<file path="config.mk">
export PLATFORM = sky130hd
export DESIGN_NAME = pipelined_add_sub
export DESIGN_NICKNAME = d
export VERILOG_FILES = /design/src/rtl/adder_pkg.sv /design/src/rtl/add_slice.sv /design/src/rtl/full_adder.sv /design/src/rtl/pipelined_add_sub.sv
export SDC_FILE = /design/constraint.sdc
export NUM_CORES = 1
export LEC_CHECK = 0
export CAP_MARGIN = 20
export CORE_MARGIN = 2
export CORE_UTILIZATION = 33
export CTS_CLUSTER_DIAMETER = 50
export DETAILED_ROUTE_END_ITERATION = 8
export GPL_TIMING_DRIVEN = 0
export PLACE_DENSITY = 0.53
export SLEW_MARGIN = 20
export SYNTH_ARGS = -nofsm -noshare
export SYNTH_HDL_FRONTEND = slang
export SYNTH_SLANG_ARGS = --single-unit
</file>
<file path="constraint.sdc">
create_clock -name clk -period 4.27 [get_ports clk]
set_input_delay 1.281 -clock clk [delete_from_list [all_inputs] [get_ports clk]]
set_output_delay 1.281 -clock clk [all_outputs]
set_load 0.05 [all_outputs]
</file>
<file path="src/rtl/adder_pkg.sv">
// Shared constants and elaboration-time parameter checks for the
// pipelined adder/subtractor.
package adder_pkg;

    localparam logic MODE_ADD = 1'b0;
    localparam logic MODE_SUB = 1'b1;

    // True when the operand width splits evenly into at least one stage.
    function automatic bit params_ok(input int width, input int stages);
        return (stages >= 1) && ((width % stages) == 0);
    endfunction

endpackage

</file>
<file path="src/rtl/add_slice.sv">
// Combinational ripple-carry slice built from full_adder cells. Exposes the
// carry into the top bit so the caller can derive signed overflow.
module add_slice #(
    parameter int SLICE = 4
) (
    input  logic [SLICE-1:0] x,
    input  logic [SLICE-1:0] y,
    input  logic             ci,
    output logic [SLICE-1:0] s,
    output logic             co,
    output logic             c_msb_in
);

    logic [SLICE:0] carry;

    assign carry[0] = ci;

    // One full adder per bit, carry rippling upward.
    generate
        for (genvar gi = 0; gi < SLICE; gi++) begin : g_bit
            full_adder u_fa (
                .a  (x[gi]),
                .b  (y[gi]),
                .ci (carry[gi]),
                .s  (s[gi]),
                .co (carry[gi+1])
            );
        end
    endgenerate

    assign co       = carry[SLICE];
    assign c_msb_in = carry[SLICE-1];

endmodule

</file>
<file path="src/rtl/full_adder.sv">
// Single-bit full adder cell.
module full_adder (
    input  logic a,
    input  logic b,
    input  logic ci,
    output logic s,
    output logic co
);

    assign s  = a ^ b ^ ci;
    assign co = (a & b) | (ci & (a ^ b));

endmodule

</file>
<file path="src/rtl/pipelined_add_sub.sv">
// Pipelined adder/subtractor: one add_slice per stage, carry registered
// between stages, operand skew and result deskew carried in full-width
// per-stage registers. The whole pipeline advances together under a
// valid/ready handshake.
module pipelined_add_sub
    import adder_pkg::*;
#(
    parameter int WIDTH  = 16,
    parameter int STAGES = 4
) (
    input  logic             clk,
    input  logic             rst,
    input  logic             in_valid,
    output logic             in_ready,
    input  logic [WIDTH-1:0] a,
    input  logic [WIDTH-1:0] b,
    input  logic             cin,
    input  logic             sub,
    output logic             out_valid,
    input  logic             out_ready,
    output logic [WIDTH-1:0] sum,
    output logic             cout,
    output logic             ovf
);

    generate
        if (!params_ok(WIDTH, STAGES)) begin : g_bad_params
            $fatal(1, "pipelined_add_sub: WIDTH must be a multiple of STAGES and STAGES >= 1");
        end
    endgenerate

    localparam int SLICE = WIDTH / STAGES;

    logic             advance;
    logic [WIDTH-1:0] b_eff;
    logic             cin_eff;

    logic [STAGES-1:0] valid_reg;
    logic [STAGES-1:0] carry_reg;
    logic [STAGES-1:0] sub_reg;
    logic              ovf_reg;
    logic [WIDTH-1:0]  a_reg   [STAGES];
    logic [WIDTH-1:0]  b_reg   [STAGES];
    logic [WIDTH-1:0]  sum_reg [STAGES];

    logic [STAGES-1:0][SLICE-1:0] slice_x;
    logic [STAGES-1:0][SLICE-1:0] slice_y;
    logic [STAGES-1:0][SLICE-1:0] slice_s;
    logic [STAGES-1:0]            slice_ci;
    logic [STAGES-1:0]            slice_co;
    logic [STAGES-1:0]            slice_cmsb;

    // Subtraction is a + ~b + ~cin; B is inverted once on entry so every
    // downstream stage is a plain adder.
    assign b_eff   = (sub == MODE_SUB) ? ~b : b;
    assign cin_eff = (sub == MODE_SUB) ? ~cin : cin;

    assign advance  = ~out_valid | out_ready;
    assign in_ready = advance;

    // Stage 0 takes operands straight from the ports; later stages take
    // their slice from the skewed operands and the registered carry.
    generate
        for (genvar gi = 0; gi < STAGES; gi++) begin : g_stage
            if (gi == 0) begin : g_first
                assign slice_x[gi]  = a[gi*SLICE +: SLICE];
                assign slice_y[gi]  = b_eff[gi*SLICE +: SLICE];
                assign slice_ci[gi] = cin_eff;
            end else begin : g_rest
                assign slice_x[gi]  = a_reg[gi-1][gi*SLICE +: SLICE];
                assign slice_y[gi]  = b_reg[gi-1][gi*SLICE +: SLICE];
                assign slice_ci[gi] = carry_reg[gi-1];
            end

            add_slice #(.SLICE(SLICE)) u_slice (
                .x        (slice_x[gi]),
                .y        (slice_y[gi]),
                .ci       (slice_ci[gi]),
                .s        (slice_s[gi]),
                .co       (slice_co[gi]),
                .c_msb_in (slice_cmsb[gi])
            );
        end
    endgenerate

    // Pipeline registers: clear on reset, otherwise shift one stage whenever
    // the output side is free; hold everything during a stall.
    always_ff @(posedge clk) begin
        if (rst) begin
            valid_reg <= '0;
            carry_reg <= '0;
            sub_reg   <= '0;
            ovf_reg   <= 1'b0;
            for (int k = 0; k < STAGES; k++) begin
                a_reg[k]   <= '0;
                b_reg[k]   <= '0;
                sum_reg[k] <= '0;
            end
        end else if (advance) begin
            valid_reg[0]            <= in_valid;
            a_reg[0]                <= a;
            b_reg[0]                <= b_eff;
            sub_reg[0]              <= sub;
            carry_reg[0]            <= slice_co[0];
            sum_reg[0]              <= '0;
            sum_reg[0][SLICE-1:0]   <= slice_s[0];
            for (int k = 1; k < STAGES; k++) begin
                valid_reg[k]                  <= valid_reg[k-1];
                a_reg[k]                      <= a_reg[k-1];
                b_reg[k]                      <= b_reg[k-1];
                sub_reg[k]                    <= sub_reg[k-1];
                carry_reg[k]                  <= slice_co[k];
                sum_reg[k]                    <= sum_reg[k-1];
                sum_reg[k][k*SLICE +: SLICE]  <= slice_s[k];
            end
            ovf_reg <= slice_co[STAGES-1] ^ slice_cmsb[STAGES-1];
        end
    end

    assign out_valid = valid_reg[STAGES-1];
    assign sum       = sum_reg[STAGES-1];
    assign cout      = carry_reg[STAGES-1] ^ sub_reg[STAGES-1];
    assign ovf       = ovf_reg;

endmodule

</file>
After elaboration in Yosys (flattened, before gate mapping)
Memory sizes are Yosys's and may differ from the RTL's.
Cells that the tools add are included.
{"block": "op_classes", "n_lt_le_gt_ge": 0, "div_mod_pow": 0, "n_addsub": 0, "n_eq_ne": 0, "n_mux": 23, "n_mul": 0, "n_reduce_logical": 0, "bitwise": 102, "shifts": 0}
{"cell": "$mux 16", "n": 13}
{"cell": "$xor 1x1->1", "n": 34}
{"cell": "$or 1x1->1", "n": 33}
{"cell": "$and 1x1->1", "n": 32}
{"cell": "$mux 4", "n": 4}
{"cell": "$not 16->16", "n": 1}
{"cell": "$mux 1", "n": 6}
{"cell": "$not 1->1", "n": 2}
{"block": "totals", "latchBits": 0, "input_bits": 38, "elab_cells": 132, "ram_bits": 192, "regBits": 13, "n_memories": 3, "output_inout_bits": 20, "mem_bits_ro": 0}
{"name": "a_reg", "words": 4, "word_bits": 16, "rd": 3, "rd_clocked_by_memory_dff": 0, "write_ports": 4, "line": "pipelined_add_sub.sv:42", "source": "logic [WIDTH-1:0] a_reg [STAGES];"}
{"name": "b_reg", "words": 4, "word_bits": 16, "rd": 3, "rd_clocked_by_memory_dff": 0, "write_ports": 4, "line": "pipelined_add_sub.sv:43", "source": "logic [WIDTH-1:0] b_reg [STAGES];"}
{"name": "sum_reg", "words": 4, "word_bits": 16, "rd": 4, "rd_clocked_by_memory_dff": 0, "write_ports": 4, "line": "pipelined_add_sub.sv:44", "source": "logic [WIDTH-1:0] sum_reg [STAGES];"}

Depth between registers and ports, before layout
Gate-level depths: netlist of the first run.
{"block": "logic_depth", "ltp_word": 11, "ltp_mapped": 10, "mapped_depth_nobuf": 10}

Hierarchy
From an unflattened synthesis of the first run, not the netlist that was laid out.
{"block": "unflattened", "cells_unflattened": 296, "hier_area_um2": 4413.0}
{"mod": "pipelined_add_sub", "cells_each": 280, "instances": 1, "area_per_inst_um2": 4092.7, "seq_area_each_um2": 2902.8}
{"mod": "full_adder", "cells_each": 1, "instances": 16, "area_per_inst_um2": 20.0, "seq_area_each_um2": 0.0}

Least setup slack after synthesis of the first run
OpenSTA, ideal clock, no wires.
{"block": "synth_path", "kind": "input port to flip-flop", "start": "input port rst", "end": "memory a_reg[0][10] (enable)", "required_ns": 3.808, "setup_slack_ns": 0.385, "path_buffers": 0, "arrival_ns": 3.423, "stages": 1, "cell_sequence": "nand2b_1"}
{"element": "start: declaration", "line": "pipelined_add_sub.sv:12", "source": "input logic rst,"}
{"element": "end: declaration", "line": "pipelined_add_sub.sv:42"}

Worst setup path in the final report of the first run
{"block": "layout_path", "start": "input port out_ready", "end": "output port in_ready"}
{"block": "layout_between", "elab_chain_len": 1}
{"element": "start: declaration", "line": "pipelined_add_sub.sv:20", "source": "input logic out_ready,"}
{"element": "$or 1x1->1", "line": "pipelined_add_sub.sv:58", "source": "assign advance = ~out_valid | out_ready;"}
{"element": "end: declaration", "line": "pipelined_add_sub.sv:14", "source": "output logic in_ready,"}
No other way between the ends.

==> flow_summary.ini, run 1 <==
[outcome]
outcome = completed

[synthesis]
synth_cell_types = 19
synth_area_leaders = edfxtp_1 (62%), and2_1 (9.8%), fa_1 (7.5%)
syn_avg_cell_area_um2 = 14.1
synth_edf_count = 88
synth_seq_cells = 101
synth.most_common_cell = edfxtp_1
yosysWarnings = 0
synth_top_area_cell = edfxtp_1
syn_inst = 303
synth_fp_nets = 357
ys_seq_area_share_pct = 67.9
syn_area_um2 = 4270
synth_commonest_cells = edfxtp_1 (88), and2_1 (67), nor2_1 (26), inv_1 (25), nand2_1 (18)
synth_flop_cell = edfxtp_1
ys_async_sr_fraction_pct = 0
synth_top_area_share_pct = 61.8

[critical_path]
r2r_start = a_reg[0][44]$_SDFFCE_PN0P_
worstReg2RegEnd = sum_reg[3][15]$_SDFFCE_PN0P_
startpoint_type = input pin
reg2regPathDepth = 8
end_kind = output pin
crit_arrival_ns = 2.72
reg2reg_slack_ns = 1.89
crit_fanout = 10
critical_path_required_ns = 2.99
crit_type = input pin to output pin

[detailed_routing]
wl_per_cell_um = 12.2
detail_route.vias_per_cell = 3.98
drt_wl_total_um = 6700
drc = 0
drt_first_pass_iters = 4
drt-initial-drc-count = 139
ant_nets = 0
num_vias = 2179

[cts]
path_clk_slew_ns = 0.07
cts_made_buffers = 9
clock_sinks = 101
cts_setup_buffers = 0
root_buffer = clkbuf_16
htreeDepth = 3
cts_tree = done
clk_latency_ns = 0.34
clockBufferDepth = 2

[cells_and_area]
num-nets-final = 425
fin_util_pct = 42.7
syn_to_final_growth_pct = 26.1
drive_gt1_share_pct = 8.24
num_antenna_cells = 0
largest_reg_flops = 40
fill_cells = 1217

[floorplan]
die_x_um = 118
io_pins = 58
row_count = 41
initial_utilization_pct = 33.9
die_h_um = 118
die-area_um2 = 13900
core-area_um2 = 12600

[sta]
rsz0062_at_grt = no
finalSetupViolations = 0
worst_slack_ns = 0.267
fin_crit_ns = 4.00
skew_ns = 0.00587
slew_violations = 0
slew_headroom_pct = 60.3
max_freq_mhz = 250
hold_viol = 0
worst_slew_pin_slew_ns = 0.595
fin_crit_sh_pct = 93.7

[place]
pre_cts_slack_ns = -0.0162
gp_congestion = 0.741
port_buffers = 56
dpl.hpwl_um = 4560

[min_path]
worstHoldPathType = flip-flop to flip-flop
worstHoldPathCells = 2
min_to = sub_reg[1]$_SDFFE_PP0P_
holdCritStartpoint = sub_reg[1]$_SDFFE_PP0P_

[run]
maxCapViolations = 0

[grt]
grt_pass1_vias = 2291
overflow = 0
grt_usage_pct = 10.4
grt_pass1_wl_um = 11100
grt_max_degree = 46
antenna_found_initial = 0

[power]
cellLeakagePower_nw = 2.12
powerDensity_nw_per_um2 = 409
ir_drop_mv = 0.168
==> worst max path at each step <==
stage | from | endpoint | cells past startpoint
3_5_place_dp | out_ready | in_ready | 5
3_3_place_gp | rst | sum_reg[3][9]$_SDFFCE_PN0P_ | 2
5_1_grt | out_ready | in_ready | 5
6_report | out_ready | in_ready | 5
2_1_floorplan | rst | a_reg[0][10]$_SDFFCE_PN0P_ | 1
4_1_cts | out_ready | in_ready | 5
==> stage by stage <==
step	hold slack (ns)	power (mW)	TNS [ns]	instance area, µm²	instances
after global placement	0.438	1.39	-102.39	5050	531
after CTS	0.452	2.23	0	5390	548
after floorplan	0.432	1.31	0	4270	303
final	0.456	2.20	0	5390	548
after detailed placement	0.443	1.39	-0.0162	5080	532
after global routing	0.469	2.29	0	5390	548
==> logic make-up after synthesis <==
family,count (synthesis),share of synthesized area (%)
compound gates,12,1.58
xor+xnor,19,3.89
fa+ha+maj,16,7.50
buf+inv,40,4.66
flops,101,67.9
simple gates,115,14.4
==> metal layers <==
layer / GRT usage, % / share of wire [%] / vias to the layer above
li1: - / - / 1121
met1: 13.2 / 45 / 989
met2: 16.5 / 47 / 53
met3: 2.03 / 4.2 / 16
met4: 6.70 / 3.2 / 0
met5: 0 / 0 / -
==> final cells by class <==
type	instances	area [µm²]	area share [%]
Buffer	14	101	1.88
Clock buffer	11	253	4.69
Clock inverter	5	58.8	1.09
Inverter	26	97.6	1.81
Multi-Input combinational cell	162	1180	21.9
Sequential cell	101	2900	53.9
Tap cell	172	215	4.00
Timing Repair Buffer	57	579	10.8
==> cells in the final DEF, fill, tap and decap left out, types with 2 or more instances in the layout <==
cell / n
buf_2: 3
clkbuf_16: 9
xnor2_1: 17
clkdlybuf4s50_1: 55
a21oi_1: 9
buf_4: 2
a211oi_1: 3
nor2_1: 26
clkinvlp_4: 2
xor2_1: 2
clkbuf_8: 2
nand2_1: 18
dfxtp_1: 13
and2_1: 67
fa_1: 16
buf_6: 5
edfxtp_1: 88
inv_1: 25
clkbuf_1: 4
==> report_power, final <==
group	internal (mW)	leakage (nW)	switching, mW
clock network	0.486	0.148	0.348
logic	0.101	0.817	0.106
registers	1.14	1.15	0.0169
==> critical path: stages <==
cell             delay, ns
clkdlybuf4s50_1       0.50
nor2b_4               0.07
inv_2                 0.15
buf_6                 0.17
dlygate4sd2_1         0.54
==> what timing repair did <==
action | in CTS | in global routing
endpoints found under the setup margin | 1 | 0
hold buffers | 0 | 0
gates resized for setup | 1 | 0
Power figures use the tool's default switching activity.
==> run 2: changes to the inputs <==
- CORE_MARGIN: 2 -> 1
- clock period: 4.27 -> 4.7 ns (I/O delays scaled with it)
==> flow_summary.ini, run 2 (synthesized netlist as in run 1, its figures left out) <==
[critical_path]
crit_fanout = 10
cp_cell_sequence = clkdlybuf4s50_1 -> nor2b_4 -> inv_2 -> buf_6 -> clkdlybuf4s50_1
cp_slowest_stage_delay_ns = 0.81
crit_type = input pin to output pin
cpMaxStageDelayCell = clkdlybuf4s50_1
startpoint_type = input pin
crit_arrival_ns = 3.11
critPathBufInv = 4
end_kind = output pin
critical_path.most_common_cell = clkdlybuf4s50_1
crit_family = buffers and inverters
critical_path_required_ns = 3.29

[detailed_routing]
drt_wl_total_um = 6640
ant_nets = 0
num_vias = 2150
drt_first_pass_iters = 4
wl_per_cell_um = 12.1
drc = 0
drt-initial-drc-count = 112
detail_route.vias_per_cell = 3.92

[power]
ir_drop_mv = 0.207
cellLeakagePower_nw = 2.14
powerDensity_nw_per_um2 = 380

[floorplan]
die_h_um = 116
io_pins = 58
die_x_um = 116
die-area_um2 = 13400
row_count = 41
initial_utilization_pct = 33.9
core-area_um2 = 12600

[cts]
cts_made_buffers = 9
cts_setup_buffers = 0
cts_tree = done
clockBufferDepth = 2
root_buffer = clkbuf_16
htreeDepth = 3
clk_latency_ns = 0.34
path_clk_slew_ns = 0.06
holdBufCountCts = 0
clock_sinks = 101
cts_resized = 0

[grt]
antenna_found_initial = 0
grt_usage_pct = 11.0
grt_pass1_wl_um = 10700
grt_max_degree = 46
grt_pass1_vias = 2126
overflow = 0

[sta]
slew_violations = 0
worst_slew_pin_slew_ns = 0.605
rsz0062_at_grt = no
fin_crit_sh_pct = 96.1
hold_viol = 0
max_freq_mhz = 221
skew_ns = 0.00547
finalSetupViolations = 0
fin_crit_ns = 4.52
slew_headroom_pct = 59.7

[cells_and_area]
drive_gt1_share_pct = 7.98
final_common_cell = edfxtp_1
num_antenna_cells = 0
fin_util_pct = 42.9
largest_reg_flops = 40
finalInstanceArea_um2 = 5410
syn_to_final_growth_pct = 26.6
final_cell_mix = edfxtp_1 (88), and2_1 (67), clkdlybuf4s50_1 (56)
num-nets-final = 425

[min_path]
worstHoldPathType = flip-flop to flip-flop

[place]
dpl.hpwl_um = 4590
port_buffers = 56
gp_congestion = 0.714
placed_cell_area_um2 = 5080

[outcome]
outcome = completed

[run]
maxCapViolations = 0
## run 2: cell count changes in the layout (fill, tap and decap cells not counted), sizes merged
| cell | change |
|---|---|
| clkdlybuf4s50 | +1 |
| dlygate4sd2 | -1 |
| bufinv | +1 |
| clkbuf | +1 |
| clkinvlp | -2 |
## run 2: routing by layer
| metal | global-route usage (%) | routed length (µm) |
|---|---|---|
| met1 | 13.9 | 3100 |
| met3 | 2.72 | 253 |
| met4 | 5.90 | 158 |
| met5 | 0 | 0 |
| met2 | 17.3 | 3140 |
## run 2: worst register-to-register path, cell delays in order (launching register included)
cell and delay [ns]:
edfxtp_1 0.37, inv_1 0.09, fa_1 0.19, inv_1 0.07
fa_1 0.46, fa_1 0.49, inv_1 0.10, fa_1 0.22
xnor2_1 0.15, nand2_1 0.08, a21oi_1 0.13
## run 2: final timing paths
| check | end | startpoint | cells past startpoint | slack (ns) |
|---|---|---|---|---|
| setup / recovery | in_ready | out_ready | 5 | 0.18 |
| setup reg to reg | ovf$_SDFFE_PP0P_ | a_reg[0][44]$_SDFFCE_PN0P_ | 10 | 2.31 |
| hold reg to reg | carry_reg[0]$_SDFFE_PP0P_ | carry_reg[0]$_SDFFE_PP0P_ | 2 | 0.45 |
| hold / removal | carry_reg[0]$_SDFFE_PP0P_ | carry_reg[0]$_SDFFE_PP0P_ | 2 | 0.45 |
## run 2: final cells by class
class | count | area (µm²)
sequential | 101 | 2900
multi-input combinational | 162 | 1180
fill | 1226 | 7210
clock inverter | 4 | 68.8
clock buffer | 12 | 267
buffer | 14 | 101
tap | 172 | 215
inverter | 26 | 97.6
timing repair buffer | 57 | 581
## run 2: stage by stage
stage                     power (mW)  hold slack (ns)  setup TNS (ns)  cells  setup WS (ns)
after floorplan                 1.19            0.432               0    303          0.686
after global placement          1.26            0.438          -75.25    531         -0.858
final                           2.05            0.451               0    548          0.183
after detailed placement        1.27            0.443               0    532          0.168
after global routing            2.13            0.477               0    548          0.118
after CTS                       2.08            0.453               0    548          0.167
## run 2: power breakdown
| part | leakage (nW) | internal [mW] | switching, mW | total, mW |
|---|---|---|---|---|
| Combinational | 0.819 | 0.0913 | 0.0964 | 0.188 |
| Sequential | 1.15 | 1.04 | 0.0153 | 1.05 |
| Clock | 0.166 | 0.507 | 0.306 | 0.813 |
